$ cat src/rtl/shift_seq_pkg.sv
// Shared definitions for the sequenced shifter: op encodings and FSM state type.
package shift_seq_pkg;

  localparam logic [1:0] OP_ROL = 2'b00;
  localparam logic [1:0] OP_SLL = 2'b01;
  localparam logic [1:0] OP_SRA = 2'b10;
  localparam logic [1:0] OP_SRL = 2'b11;

  typedef enum logic [1:0] {
    StIdle  = 2'b00,
    StShift = 2'b01,
    StDone  = 2'b10
  } state_e;

endpackage

$ cat src/rtl/shift_seq_if.sv
// Request/response handshake bundle between the operand logic and the shifter.
interface shift_seq_if #(
  parameter int unsigned WIDTH = 16,
  parameter int unsigned CNT_W = 4
) ();

  logic             in_valid;
  logic             in_ready;
  logic [WIDTH-1:0] in_data;
  logic [CNT_W-1:0] in_cnt;
  logic [1:0]       in_op;
  logic             out_valid;
  logic             out_ready;
  logic [WIDTH-1:0] out_data;
  logic             busy;

  modport master (
    output in_valid, in_data, in_cnt, in_op, out_ready,
    input  in_ready, out_valid, out_data, busy
  );

  modport slave (
    input  in_valid, in_data, in_cnt, in_op, out_ready,
    output in_ready, out_valid, out_data, busy
  );

endinterface

$ cat src/rtl/shift_stage.sv
// Fixed-amount single shift stage; the sequencer picks one of these per cycle.
module shift_stage
  import shift_seq_pkg::*;
#(
  parameter int unsigned WIDTH = 16,
  parameter int unsigned SH    = 1
) (
  input  logic [WIDTH-1:0] data_i,
  input  logic [1:0]       op_i,
  output logic [WIDTH-1:0] data_o
);

  always_comb begin
    data_o = data_i;
    unique case (op_i)
      OP_ROL: data_o = {data_i[WIDTH-1-SH:0], data_i[WIDTH-1:WIDTH-SH]};
      OP_SLL: data_o = {data_i[WIDTH-1-SH:0], {SH{1'b0}}};
      // Sign bit is invariant under SRA, so chained stages equal one big shift.
      OP_SRA: data_o = {{SH{data_i[WIDTH-1]}}, data_i[WIDTH-1:SH]};
      OP_SRL: data_o = {{SH{1'b0}}, data_i[WIDTH-1:SH]};
      default: data_o = data_i;
    endcase
  end

endmodule

$ cat src/rtl/shift_seq.sv
// Iterative 16-bit shifter: applies one power-of-two stage per cycle, highest bit first.
module shift_seq
  import shift_seq_pkg::*;
#(
  parameter int unsigned WIDTH = 16,
  parameter int unsigned CNT_W = 4
) (
  input  logic        clk,
  input  logic        rst_n,
  shift_seq_if.slave  bus
);

  state_e           state_q;
  logic [WIDTH-1:0] data_q;
  logic [CNT_W-1:0] rem_q;
  logic [1:0]       op_q;

  logic [WIDTH-1:0] stage_out [CNT_W];
  logic [CNT_W-1:0] hi_oh;
  logic [CNT_W-1:0] rem_clr;
  logic [WIDTH-1:0] shifted;

  for (genvar g = 0; g < CNT_W; g++) begin : g_stage
    shift_stage #(
      .WIDTH (WIDTH),
      .SH    (1 << g)
    ) u_stage (
      .data_i (data_q),
      .op_i   (op_q),
      .data_o (stage_out[g])
    );
  end

  // Ascending scan: the last set bit seen is the highest one.
  always_comb begin
    hi_oh   = '0;
    shifted = '0;
    for (int i = 0; i < CNT_W; i++) begin
      if (rem_q[i]) begin
        hi_oh    = '0;
        hi_oh[i] = 1'b1;
      end
    end
    for (int i = 0; i < CNT_W; i++) begin
      if (hi_oh[i]) shifted = shifted | stage_out[i];
    end
    rem_clr = rem_q & ~hi_oh;
  end

  always_ff @(posedge clk or negedge rst_n) begin
    if (!rst_n) begin
      state_q <= StIdle;
      data_q  <= '0;
      rem_q   <= '0;
      op_q    <= '0;
    end else begin
      unique case (state_q)
        StIdle: begin
          if (bus.in_valid) begin
            data_q  <= bus.in_data;
            rem_q   <= bus.in_cnt;
            op_q    <= bus.in_op;
            state_q <= (bus.in_cnt == '0) ? StDone : StShift;
          end
        end
        StShift: begin
          data_q <= shifted;
          rem_q  <= rem_clr;
          if (rem_clr == '0) state_q <= StDone;
        end
        StDone: begin
          if (bus.out_ready) state_q <= StIdle;
        end
        default: state_q <= StIdle;
      endcase
    end
  end

  assign bus.in_ready  = (state_q == StIdle);
  assign bus.out_valid = (state_q == StDone);
  assign bus.out_data  = (state_q == StDone) ? data_q : '0;
  assign bus.busy      = (state_q != StIdle);

endmodule

$ cat src/flat_wrapper.sv
// flat-port wrapper written by rule: the top's interface ports become plain ports
module shift_seq_flat import shift_seq_pkg::*;
#(
  parameter int unsigned WIDTH = 16,
  parameter int unsigned CNT_W = 4
)
  (clk, rst_n, bus_in_valid, bus_in_data, bus_in_cnt, bus_in_op, bus_out_ready, bus_in_ready, bus_out_valid, bus_out_data, bus_busy);
  shift_seq_if #(.WIDTH(WIDTH), .CNT_W(CNT_W)) bus_i ();
  input  logic clk;
  input  logic rst_n;
  input wire logic [$bits(bus_i.in_valid)-1:0] bus_in_valid;
  input wire logic [$bits(bus_i.in_data)-1:0] bus_in_data;
  input wire logic [$bits(bus_i.in_cnt)-1:0] bus_in_cnt;
  input wire logic [$bits(bus_i.in_op)-1:0] bus_in_op;
  input wire logic [$bits(bus_i.out_ready)-1:0] bus_out_ready;
  output wire logic [$bits(bus_i.in_ready)-1:0] bus_in_ready;
  output wire logic [$bits(bus_i.out_valid)-1:0] bus_out_valid;
  output wire logic [$bits(bus_i.out_data)-1:0] bus_out_data;
  output wire logic [$bits(bus_i.busy)-1:0] bus_busy;
  assign bus_i.in_valid = bus_in_valid;
  assign bus_i.in_data = bus_in_data;
  assign bus_i.in_cnt = bus_in_cnt;
  assign bus_i.in_op = bus_in_op;
  assign bus_i.out_ready = bus_out_ready;
  assign bus_in_ready = bus_i.in_ready;
  assign bus_out_valid = bus_i.out_valid;
  assign bus_out_data = bus_i.out_data;
  assign bus_busy = bus_i.busy;
  shift_seq #(.WIDTH(WIDTH), .CNT_W(CNT_W)) u_core (.clk(clk), .rst_n(rst_n), .bus(bus_i));
endmodule
$ cat config.mk
export PLATFORM = sky130hd
export DESIGN_NAME = shift_seq_flat
export DESIGN_NICKNAME = d
export VERILOG_FILES = /design/src/rtl/shift_seq_pkg.sv /design/src/rtl/shift_seq_if.sv /design/src/rtl/shift_stage.sv /design/src/rtl/shift_seq.sv /design/src/flat_wrapper.sv
export SDC_FILE = /design/constraint.sdc
export NUM_CORES = 1
export LEC_CHECK = 0
export ABC_CLOCK_PERIOD_IN_PS = 2800
export BUFFER_PORTS_ARGS = -buffer_cell sky130_fd_sc_hd__buf_4
export CAP_MARGIN = 20
export CORE_MARGIN = 2
export CORE_UTILIZATION = 50
export CTS_BUF_LIST = sky130_fd_sc_hd__clkbuf_4 sky130_fd_sc_hd__clkbuf_8 sky130_fd_sc_hd__clkbuf_16
export CTS_CLUSTER_SIZE = 16
export DETAILED_ROUTE_END_ITERATION = 16
export GPL_ROUTABILITY_DRIVEN = 0
export PLACE_DENSITY = 0.69
export SLEW_MARGIN = 20
export SYNTH_ARGS = -nofsm -noshare
export SYNTH_HDL_FRONTEND = slang
export SYNTH_HIERARCHICAL = 1
export SYNTH_SLANG_ARGS = --single-unit
$ cat constraint.sdc
create_clock -name clk -period 2.8 [get_ports clk]
set_input_delay 0.28 -clock clk [delete_from_list [all_inputs] [get_ports clk]]
set_output_delay 0.28 -clock clk [all_outputs]
set_load 0.1 [all_outputs]
==> flow_metrics.env, run 1 <==
export IMPL_clk_latency_ps=290
export IMPL_unrepaired_setup_endpoints_after_global_routing="no"
export IMPL_crit_arrival_ps=1770
export IMPL_skew_ps=3.75
export IMPL_crit_path_top_delay_cell="sky130_fd_sc_hd__dfrtp_1"
export IMPL_io_pin_count=45
export IMPL_timing_setup_critical_path_class="reg2out"
export IMPL_initial_utilization=0.509
export IMPL_synthTopCellsByArea="sky130_fd_sc_hd__dfrtp_1 22%, sky130_fd_sc_hd__mux2_2 11%, sky130_fd_sc_hd__o21ai_0 6.5%, sky130_fd_sc_hd__o221a_2 6.5%, sky130_fd_sc_hd__mux2_4 5.4%"
export IMPL_cts_tree="done"
export IMPL_syn_area_per_cell_sq_um=8.47
export IMPL_finalSetupTns_ps=0
export IMPL_total_die_area_sq_um=6150
export IMPL_antenna_diode_count=0
export IMPL_maxCapViolations=0
export IMPL_setup_viol=0
export IMPL_core_region_area_sq_um=5440
export IMPL_largest_net_degree_at_the_start_of_global_routing=41
export IMPL_vias_per_instance=6.26
export IMPL_most_common_library_cells_after_synthesis="36 x sky130_fd_sc_hd__o21ai_0, 26 x sky130_fd_sc_hd__mux2_2, 24 x sky130_fd_sc_hd__dfrtp_1, 20 x sky130_fd_sc_hd__a21oi_1, 20 x sky130_fd_sc_hd__nand2_1"
export IMPL_wirelength_mm=7.99
export IMPL_root_buffer="sky130_fd_sc_hd__clkbuf_8"
export IMPL_yosysTopAreaCellShare=0.217
export IMPL_worst_slew_pin_slew_ps=703
export IMPL_ant_nets=0
export IMPL_start_kind="flop"
export IMPL_num_nets_final=380
export IMPL_hold_path_startpoint="bus_in_op[0]"
export IMPL_worst_path_max_fanout=23
export IMPL_final_min_clock_period_ps=2050
export IMPL_port_buffer_cells=44
export IMPL_worstHoldPathType="in2reg"
export IMPL_synth_nets=353
export IMPL_ys_seq_elements=24
export IMPL_yosysSeqAreaShare=0.217
export IMPL_run_status="complete, no violations"
export IMPL_post_route_period_util=0.734
export IMPL_grt_first_pass_wirelength_mm=13.1
export IMPL_yosysUniqueCellTypes=42
export IMPL_detailedPlacementHpwl_mm=5.04
export IMPL_cts_htree_levels=1
export IMPL_drt_pre_antenna_iters=5
export IMPL_fp_row_count=27
export IMPL_fmax_mhz=487
export IMPL_ys_flop_type="sky130_fd_sc_hd__dfrtp_1"
export IMPL_r2r_worst_path_cells=4
export IMPL_die_width_microns=78.4
export IMPL_initial_antenna_violation_count=0
export IMPL_vias_in_the_first_global_route=2523
export IMPL_cts_sinks=24
export IMPL_number_of_enable_type_register_cells_in_the_synthesized_netlist=0
export IMPL_grt_ovfl_total=0
export IMPL_hold_depth=2
export IMPL_cp_cell_sequence="inv_1, and3_1, buf_4"
export IMPL_critical_path_max_stage_delay_ps=510
export IMPL_synth_largest_area_cell="sky130_fd_sc_hd__dfrtp_1"
export IMPL_slew_headroom=0.531
export IMPL_vias=2661
export IMPL_critPathCaptureType="output port"
export IMPL_crit_path_start="u_core/state_q[0]"
export IMPL_crit_reg2reg_launch="u_core/op_q[1]"
export IMPL_cts_resized=0
export IMPL_detail_route_drc_violations=0
export IMPL_number_of_clock_buffers_inserted_by_tritoncts=3
export IMPL_wl_per_cell_microns=18.8
export IMPL_yosysMostFrequentCell="sky130_fd_sc_hd__o21ai_0"
export IMPL_groute_usage_overall=0.268
export IMPL_async_flop_share=1.00
export IMPL_final_max_slew_viol_count=0
export IMPL_synth_area_sq_um=2770
export IMPL_number_of_endpoints_with_negative_hold_slack_in_the_final_report=0
export IMPL_drt_iter0_drc=334
export IMPL_dieHeight_microns=78.4
export IMPL_count_of_mapped_cells_out_of_synthesis=327
export IMPL_area_delta_synth_final_pct=13.0
export IMPL_ctsLongestPathBuffers=2
export IMPL_clkTransAtPathRegs_ps=100
export IMPL_worst_path_required_ps=2520
export IMPL_ys_warn_count=6
export IMPL_post_route_cells_drive_above_1_share=0.334
## area by class of cell
class | instances | area (sq um)
Fill cell | 509 | 2310
Multi-Input combinational cell | 250 | 1880
Sequential cell | 24 | 602
Timing Repair Buffer | 55 | 415
Tap cell | 72 | 90.1
Inverter | 20 | 75.1
Clock buffer | 3 | 41.3
Clock inverter | 1 | 30.0
## critical path, delay by kind of cell (launching register included)
family / cells / cell delay (ps)
buf+inv: 2 / 730
flops: 1 / 510
simple gates: 1 / 240
## repair_timing
item,4_1_cts,5_1_grt
hold buffers,1,0
buffers inserted,0,0
hold endpoints to repair,24,0
## path summary, 6_finish.rpt
path,end,slack (ps)
min in group asynchronous,u_core/rem_q[3],430
max reg2reg,u_core/data_q[13],840
min,u_core/op_q[0],220
max,bus_out_data[3],750
min reg2reg,u_core/rem_q[0],600
max in group asynchronous,u_core/op_q[1],2090
## metal layers
layer | track usage | wire length (microns) | share of wire | vias to the layer above
li1 | - | - | - | 1264
met1 | 0.375 | 3770 | 0.47 | 1288
met2 | 0.430 | 3710 | 0.46 | 102
met3 | 0.0310 | 422 | 0.053 | 7
met4 | 0.0895 | 90 | 0.011 | 0
met5 | 0 | 0 | 0 | -
## cells in the final DEF, fill, tap and decap left out, types with 2 or more instances in the layout
cell and instances:
sky130_fd_sc_hd__o21ai_0 36, sky130_fd_sc_hd__nand2b_1 5, sky130_fd_sc_hd__clkbuf_8 3, sky130_fd_sc_hd__nand3b_1 18, sky130_fd_sc_hd__buf_4 54, sky130_fd_sc_hd__a221o_2 2
sky130_fd_sc_hd__nor2_1 18, sky130_fd_sc_hd__a22o_1 4, sky130_fd_sc_hd__mux2_4 10, sky130_fd_sc_hd__and3_1 17, sky130_fd_sc_hd__a221o_1 14, sky130_fd_sc_hd__and2_1 7
sky130_fd_sc_hd__nor2b_1 3, sky130_fd_sc_hd__o22ai_1 2, sky130_fd_sc_hd__nor3b_1 16, sky130_fd_sc_hd__a21oi_1 20, sky130_fd_sc_hd__mux2_2 26, sky130_fd_sc_hd__inv_1 19
sky130_fd_sc_hd__o221a_2 16, sky130_fd_sc_hd__dfrtp_1 23, sky130_fd_sc_hd__nand2_1 20
## cells by family after synthesis
family	count (synthesis)	synth area share
AO/OA/AOI/OAI	102	0.266
adder cells (fa/ha/maj)	1	0.00361
buffers and inverters	53	0.106
flip-flops	24	0.217
multiplexers	37	0.164
AND/OR/NAND/NOR	110	0.244
## through the flow
step	hold slack [ps]	utilization	std cells	setup slack [ps]	cell area, sq um
after global placement	207	0.560	420	895	3050
after CTS	214	0.575	425	722	3130
final	219	0.575	425	745	3130
after floorplan	-15.6	-	327	434	2770
after detailed placement	213	0.560	420	872	3050
after global routing	217	0.575	425	574	3130
## flip-flops by register name, indices dropped and copies added, names as in the netlist
register and count:
u_core/rem_q 4, u_core/data_q 16, u_core/state_q 2, u_core/op_q 2
Power of run 1 is not shown: default switching activity piles up to over one toggle a cycle in this logic, so the estimate is an artifact.
==> run 2: changes to the inputs <==
--- a/config.mk
+++ b/config.mk
@@ -5,7 +5,7 @@
 export SDC_FILE = /design/constraint.sdc
 export NUM_CORES = 1
 export LEC_CHECK = 0
-export ABC_CLOCK_PERIOD_IN_PS = 2800
+export ABC_CLOCK_PERIOD_IN_PS = 1600
 export BUFFER_PORTS_ARGS = -buffer_cell sky130_fd_sc_hd__buf_4
 export CAP_MARGIN = 20
 export CORE_MARGIN = 2
@@ -14,7 +14,7 @@
 export CTS_CLUSTER_SIZE = 16
 export DETAILED_ROUTE_END_ITERATION = 16
 export GPL_ROUTABILITY_DRIVEN = 0
-export PLACE_DENSITY = 0.69
+export PLACE_DENSITY = 0.72
 export SLEW_MARGIN = 20
 export SYNTH_ARGS = -nofsm -noshare
 export SYNTH_HDL_FRONTEND = slang
==> constraint.sdc (replaced) <==
create_clock -name clk -period 1.6 [get_ports clk]
set_input_delay 0.16 -clock clk [delete_from_list [all_inputs] [get_ports clk]]
set_output_delay 0.16 -clock clk [all_outputs]
set_load 0.1 [all_outputs]
==> flow_metrics.env, run 2 (synthesized netlist as in run 1, its figures left out) <==
export IMPL_run_status="finished, violations left"
export IMPL_failed_checks="setup timing"
export IMPL_layout_common_cells="56 x sky130_fd_sc_hd__buf_4, 28 x sky130_fd_sc_hd__o21ai_0, 25 x sky130_fd_sc_hd__mux2_2, 19 x sky130_fd_sc_hd__a21oi_1, 19 x sky130_fd_sc_hd__dfrtp_1"
export IMPL_groute_usage_overall=0.296
export IMPL_worst_path_max_fanout=8
export IMPL_fp_row_count=27
export IMPL_fmax_mhz=586
export IMPL_worstHoldPathType="in2reg"
export IMPL_unrepaired_setup_endpoints_after_global_routing="yes"
export IMPL_worst_slew_pin_slew_ps=435
export IMPL_root_buffer="sky130_fd_sc_hd__clkbuf_8"
export IMPL_largest_net_degree_at_the_start_of_global_routing=41
export IMPL_skew_ps=13.9
export IMPL_ctsLongestPathBuffers=2
export IMPL_leakage_nw=1.65
export IMPL_slew_headroom=0.710
export IMPL_layout_commonest_cell="sky130_fd_sc_hd__buf_4"
export IMPL_detailedPlacementHpwl_mm=5.70
export IMPL_timing_critical_path_max_delay_family="compound AO/OA/AOI/OAI gates"
export IMPL_r2r_worst_path_cells=6
export IMPL_area_delta_synth_final_pct=37.4
export IMPL_post_route_cells_drive_above_1_share=0.465
export IMPL_finalSetupTns_ps=-734
export IMPL_dieHeight_microns=78.4
export IMPL_timing_setup_critical_path_class="reg2reg"
export IMPL_vias_per_instance=6.51
export IMPL_regMostFlops="u_core/data_q"
export IMPL_cp_num_buf_inv=2
export IMPL_critical_path_max_stage_delay_ps=450
export IMPL_vias_in_the_first_global_route=2798
export IMPL_number_of_clock_buffers_inserted_by_tritoncts=3
export IMPL_number_of_gates_on_the_worst_path_with_buffers_counted=6
export IMPL_cp_cell_sequence="buf_6, clkbuf_16, o21ai_0, nand3b_1, a21oi_1, o221a_4"
export IMPL_detail_route_drc_violations=0
export IMPL_final_min_clock_period_ps=1710
export IMPL_start_kind="flop"
export IMPL_initial_utilization=0.509
export IMPL_crit_path_top_delay_cell="sky130_fd_sc_hd__dfrtp_2"
export IMPL_clkTransAtPathRegs_ps=110
export IMPL_post_route_worst_setup_slack_ps=-106
export IMPL_cts_htree_levels=1
export IMPL_port_buffer_cells=44
export IMPL_final_max_slew_viol_count=0
export IMPL_placed_cells_incl_taps=439
export IMPL_cts_tree="done"
export IMPL_antenna_diode_count=0
export IMPL_crit_arrival_ps=1950
export IMPL_grt_ovfl_total=0
export IMPL_initial_antenna_violation_count=0
export IMPL_top_regs="u_core/data_q x16, u_core/rem_q x4"
export IMPL_maxCapViolations=0
export IMPL_ir_drop_uv=2040
export IMPL_power_per_cell_area_nw_per_um2=2630
export IMPL_final_cell_count_no_fill=461
export IMPL_io_pin_count=45
export IMPL_drt_iter0_drc=390
export IMPL_clk_latency_ps=290
export IMPL_ant_nets=0
export IMPL_wirelength_mm=9.56
export IMPL_post_route_period_util=1.07
export IMPL_num_nets_final=416
export IMPL_core_region_area_sq_um=5440
export IMPL_cts_sinks=24
export IMPL_worst_path_required_ps=1840
export IMPL_number_of_endpoints_with_negative_hold_slack_in_the_final_report=0
export IMPL_setup_viol=16
export IMPL_wl_per_cell_microns=20.7
export IMPL_largest_register_ffs=16
export IMPL_total_die_area_sq_um=6150
export IMPL_critPathCaptureType="flop"
export IMPL_drt_pre_antenna_iters=7
export IMPL_grt_first_pass_wirelength_mm=14.6
export IMPL_vias=3003
export IMPL_hold_depth=2
export IMPL_die_width_microns=78.4
## run 2: cell types whose count changed in the layout (fill, tap and decap cells not counted), sizes merged
cell	previous run	this run
inv	19	18
bufbuf	0	1
clkinvlp	0	1
buf	54	87
bufinv	1	0
clkbuf	3	6
## run 2: routing by layer
layer,vias to the layer above,part of all wire,track usage
met5,-,0,0
met4,0,0.028,0.112
met3,24,0.062,0.0230
met2,174,0.48,0.484
met1,1466,0.43,0.409
li1,1339,-,-
## run 2: worst paths after layout
path / slack (ps) / from / endpoint
max: -110 / u_core/op_q[1] / u_core/data_q[1]
min in group asynchronous: 310 / rst_n / u_core/data_q[0]
min: 110 / bus_in_op[0] / u_core/op_q[0]
max reg2reg: -110 / u_core/op_q[1] / u_core/data_q[1]
max in group asynchronous: 990 / rst_n / u_core/op_q[0]
min reg2reg: 580 / u_core/rem_q[0] / u_core/rem_q[0]
## run 2: worst register-to-register path: stages (launching register included)
cell and delay (ps):
sky130_fd_sc_hd__dfrtp_2 450, sky130_fd_sc_hd__buf_6 150, sky130_fd_sc_hd__clkbuf_16 160, sky130_fd_sc_hd__o21ai_0 230, sky130_fd_sc_hd__nand3b_1 130, sky130_fd_sc_hd__a21oi_1 290
sky130_fd_sc_hd__o221a_4 250
## run 2: area by class of cell
cell class	instances	area [sq um]
inverter	20	78.8
timing repair buffer	91	1030
tap	72	90.1
fill	406	1630
clock buffer	4	55.1
multi-input combinational	250	1940
sequential	24	607
## run 2: power by group
part | switching, mW | internal [mW] | total (mW)
logic | 3.98 | 3.86 | 7.84
registers | 0.768 | 0.927 | 1.69
clock network | 0.246 | 0.222 | 0.467
## run 2: timing repair
action                     4_1_cts  5_1_grt
setup endpoints to repair       29       34
gates resized for setup         44       33
hold endpoints to repair        24        0
pin swaps                        3       12
hold buffers                     1        0
gates cloned                     2        2
buffers inserted                 6        7
## run 2: per-stage QoR
step	instance area [sq um]	setup WS (ps)	utilization	power (mW)	hold slack (ps)
finish	3810	-106	0.700	10.0	109
detailed placement	3280	-43.7	0.603	8.09	98.4
global route	3810	-153	0.700	10.4	105
floorplan	2810	-391	-	6.52	-136
global placement	3280	-45.6	0.603	7.98	98.9
CTS	3590	-53.0	0.660	9.17	114
No activity file was read; power rests on OpenSTA's default activity.
